**src/rtl/mult_pkg.sv**
```systemverilog
// Shared definitions for the shift-add multiplier: controller state encoding,
// default operand width and the step-counter width helper.
package mult_pkg;

  // Default multiplier operand width (accumulator is 2*WIDTH+1 bits).
  localparam int WIDTH_DEFAULT = 16;

  // Controller states.
  typedef enum logic [1:0] {
    IDLE  = 2'd0,
    CHK   = 2'd1,
    SHIFT = 2'd2,
    DONE  = 2'd3
  } state_t;

  // Step counter width; kept at least 1 bit so degenerate widths still elaborate.
  function automatic int cnt_width(input int w);
    return (w < 2) ? 1 : $clog2(w);
  endfunction

endpackage

```
**src/rtl/mult_ctrl.sv**
```systemverilog
// Shift-add multiplier control unit. Sequences one multiply of WIDTH
// multiplier bits by issuing Load, then per bit an optional Ad followed by
// Sh, and finally a one-cycle Done pulse. Outputs are combinational from
// state, St and M, and are all forced low while Rst_n is low.
module mult_ctrl
  import mult_pkg::*;
#(
  parameter int WIDTH = WIDTH_DEFAULT
) (
  input  logic Clk,
  input  logic Rst_n,
  input  logic St,
  input  logic M,
  output logic Load,
  output logic Sh,
  output logic Ad,
  output logic Busy,
  output logic Done
);

  localparam int            CW       = cnt_width(WIDTH);
  localparam logic [CW-1:0] CNT_LAST = CW'(WIDTH - 1);

  state_t        state_q, state_d;
  logic [CW-1:0] cnt_q, cnt_d;

  // Ungated strobes straight from the state decode.
  logic load_raw, sh_raw, ad_raw, done_raw;

  // State and step-counter registers with synchronous active-low reset.
  always_ff @(posedge Clk) begin
    if (!Rst_n) begin
      state_q <= IDLE;
      cnt_q   <= '0;
    end else begin
      state_q <= state_d;
      cnt_q   <= cnt_d;
    end
  end

  // Next-state, counter update and strobe decode.
  always_comb begin
    state_d  = state_q;
    cnt_d    = cnt_q;
    load_raw = 1'b0;
    sh_raw   = 1'b0;
    ad_raw   = 1'b0;
    done_raw = 1'b0;

    unique case (state_q)
      IDLE: begin
        // Load is Mealy on St so the accumulator loads in the request cycle.
        load_raw = St;
        if (St) begin
          state_d = CHK;
          cnt_d   = '0;
        end
      end

      CHK: begin
        if (M) begin
          // Add first; the shift for this bit happens in SHIFT.
          ad_raw  = 1'b1;
          state_d = SHIFT;
        end else begin
          // Zero bit: shift directly, no add needed.
          sh_raw = 1'b1;
          if (cnt_q == CNT_LAST) begin
            state_d = DONE;
          end else begin
            cnt_d = cnt_q + 1'b1;
          end
        end
      end

      SHIFT: begin
        sh_raw = 1'b1;
        if (cnt_q == CNT_LAST) begin
          state_d = DONE;
        end else begin
          cnt_d   = cnt_q + 1'b1;
          state_d = CHK;
        end
      end

      DONE: begin
        done_raw = 1'b1;
        state_d  = IDLE;
      end

      default: begin
        state_d = IDLE;
      end
    endcase
  end

  // Reset gates every output combinationally, independent of the stored state.
  assign Load = Rst_n & load_raw;
  assign Sh   = Rst_n & sh_raw;
  assign Ad   = Rst_n & ad_raw;
  assign Done = Rst_n & done_raw;
  assign Busy = Rst_n & (state_q != IDLE);

endmodule

```
**config.mk**
```make
export PLATFORM = sky130hd
export DESIGN_NAME = mult_ctrl
export DESIGN_NICKNAME = d
export VERILOG_FILES = /design/src/rtl/mult_pkg.sv /design/src/rtl/mult_ctrl.sv
export SDC_FILE = /design/constraint.sdc
export NUM_CORES = 1
export LEC_CHECK = 0
export CAP_MARGIN = 40
export CORE_AREA = 2 2 39 41
export DETAILED_ROUTE_END_ITERATION = 16
export DIE_AREA = 0 0 41 43
export SETUP_SLACK_MARGIN = 0.1
export SYNTH_ARGS = -nofsm -noshare
export SYNTH_HDL_FRONTEND = slang
export SYNTH_SLANG_ARGS = --single-unit
```
**constraint.sdc**
```tcl
create_clock -name Clk -period 4.1 [get_ports Clk]
set_input_delay 0.82 -clock Clk [delete_from_list [all_inputs] [get_ports Clk]]
set_output_delay 0.82 -clock Clk [all_outputs]
set_load 0.01 [all_outputs]
```
==> flow_summary_export.csv <==
group,metric,value,unit
outcome,outcome,"finished clean",
synthesis,synth_edf_count,0,
sta,slew_headroom,75.68,%
clock_tree,clock_sinks,6,
setup_path,worstPathCellList,"clkdlybuf4s50_1 > inv_1 > nor3_1 > clkdlybuf4s50_1",
grt,overflow,0,
clock_tree,clk_pin_slew,0.04,ns
setup_path,critPathLaunchType,"input port",
sta,tightest_slew,0.3555,ns
layout,area_growth,29.25,%
pwr,cellPowerDensity,583.1,nW/um2
floorplan,start_util,30.29,%
pwr,intPower,195.2,uW
sta,finalClockSkew,0.001931,ns
clock_tree,cts.htree.levels,1,
pwr,finalPower,315.9,uW
clock_tree,clk_path_buf_depth,2,
sta,hold_violations,0,
grt,grt_pass1_wl,1455,um
synthesis,seq_area_frac_synth,28.66,%
layout,drive_gt1_share,9.836,%
placed_design,io_buffer_count,8,
layout,diodes,0,
synthesis,synth-seq-cells,6,
sta,post-route-min-period,3.159,ns
layout,nets,72,
pwr,clock_power_share,16.1,%
setup_path,max_stage_delay,0.63,ns
setup_path,endpoint_kind,"primary output",
layout,n_fill_cell,154,
floorplan,fp.dieH,43,um
floorplan,die_width,41,um
pwr,seqPwrFrac,26.6,%
layout,layout_commonest_cell,"clkdlybuf4s50_1",
sta,timing.final.max_slew_violations,0,
pwr,swShare,38.21,%
layout,final_cell_mix,"clkdlybuf4s50_1, dfxtp_1, nand2_1, ha_1, inv_1",
setup_path,crit_path_frequent_cell,"clkdlybuf4s50_1",
synthesis,syn_area,419.2,um2
sta,rsz0062_at_grt,"no",
synthesis,syn_inst,50,
synthesis,yosysUniqueCellTypes,25,
sta,fmaxAchievable,0.3165,GHz
routing,drcViolationCount,0,
pwr,p_switching,120.7,uW
clock_tree,ctsResizeCount,0,
grt,grt_max_degree,10,
clock_tree,cts_tree,"built",
routing,viasPerCell,5.247,
floorplan,core_area,1384,um2
sta,setup-tns-final,0,ns
setup_path,worst_ep_required_time,3.28,ns
pwr,peakVddDrop,0.1562,mV
floorplan,die-area,1763,um2
setup_path,critPathArrivalTime,2.34,ns
placed_design,dp_cells,74,
routing,drtIter0Drc,1,
synthesis,yosysWarnings,0,
grt,grt_pass1_vias,386,
placed_design,hpwl,708.9,um
sta,min_period_over_period,77.06,%
floorplan,num_rows,14,
setup_path,crit_slowest_cell,"clkdlybuf4s50_1",
setup_path,ff2ff_setup_slack,2.50,ns
routing,first_pass_iters,3,
clock_tree,insertion_delay,0.23,ns
placed_design,gp_congestion,0.6358,
setup_path,critPathKind,"input port to primary output",
layout,fin_cells,77,
clock_tree,cts_made_buffers,3,
floorplan,num_io_pins,9,
synthesis,avgSynthCellArea,8.383,um2
grt,antenna_found_initial,0,
clock_tree,clockRootBuffer,"clkbuf_4",
sta,setup_viol_count_final,0,
synthesis,async_flop_share,0,%
flow_run,cap_violations,0,
pwr,leakagePower,0.2259,nW
routing,num_vias,404,
clock_tree,hold_buffers,0,
hold_path,hp-class,"flop to flop",
synthesis,ys.flop_type,"dfxtp_1",
setup_path,cp_max_fo,9,
routing,detail-route-antenna-nets,0,
pwr,comb_power_share,57.3,%
grt,grtUsageTotal,12.66,%
routing,avgRoutedWirePerCell,11.09,um
synthesis,syn-num-nets,59,
clock_tree,cts_setup_buffers,0,
routing,wl,854,um
-- routing by layer --
metal	up-vias	GRT usage (%)	share of wire, %
li1	207	-	-
met3	2	4.712	5.5
met1	187	12.26	42
met4	0	10.00	1.1
met2	8	20.00	51
met5	-	0	0
-- state kept, by name, summed over array words and instances, names as in the netlist --
register	flops
cnt_q	4
state_q	2
-- metrics by stage --
step	setup slack, ns	util [%]	area, um2	hold WS (ns)
floorplan	1.960	-	419.2	0.4587
global placement	0.9634	37.52	519.2	0.4841
detailed placement	0.9223	37.52	519.2	0.4896
CTS	0.9183	39.15	541.8	0.4954
global route	0.8118	39.15	541.8	0.5243
finish	0.9406	39.15	541.8	0.4922
-- cells by family after synthesis --
logic type | after synthesis | share of synthesized area, %
simple gates | 19 | 24.18
compound gates | 15 | 25.07
flops | 6 | 28.66
fa+ha+maj | 5 | 14.93
buf+inv | 4 | 3.581
mux | 1 | 3.581
-- Yosys cell counts (2+ instances only) --
master / n / area, um2
a211oi_1: 3 / 22.52
a31oi_1: 2 / 12.51
and3_1: 2 / 12.51
dfxtp_1: 6 / 120.1
ha_1: 5 / 62.56
inv_1: 4 / 15.01
nand2_1: 5 / 18.77
nor2_1: 3 / 11.26
nor2b_1: 2 / 12.51
o21ai_0: 2 / 10.01
o22ai_1: 2 / 12.51
-- worst max-delay path: cells and delay by family --
family / cells / cell delay, ns
buf+inv: 3 / 1.34
simple gates: 1 / 0.19
-- power groups by stage --
stage	logic [mW]	registers [mW]	clock network [mW]
after floorplan	0.136	0.0824	0
after global placement	0.182	0.0852	0
after detailed placement	0.183	0.0857	0
after CTS	0.183	0.0845	0.0539
after global routing	0.203	0.0880	0.0578
final	0.181	0.0841	0.0508
-- path summary, 6_finish.rpt --
kind,startpoint,end,cells after the start
worst max-delay path,Rst_n,Sh,4
worst min-delay path,cnt_q[1],cnt_q[1],2
worst min register to register,cnt_q[1],cnt_q[1],2
worst max register to register,state_q[0],cnt_q[3],5
-- final cells by class --
| type | instances | area, um2 | share of cell area [%] |
|---|---|---|---|
| repair buffers | 8 | 80.08 | 14.78 |
| flip-flops and latches | 6 | 120.1 | 22.17 |
| well taps | 16 | 20.02 | 3.695 |
| inverters | 4 | 15.01 | 2.771 |
| multi-input cells | 40 | 284.0 | 52.42 |
| clock buffers | 3 | 22.52 | 4.157 |
Power figures use the tool's default switching activity.
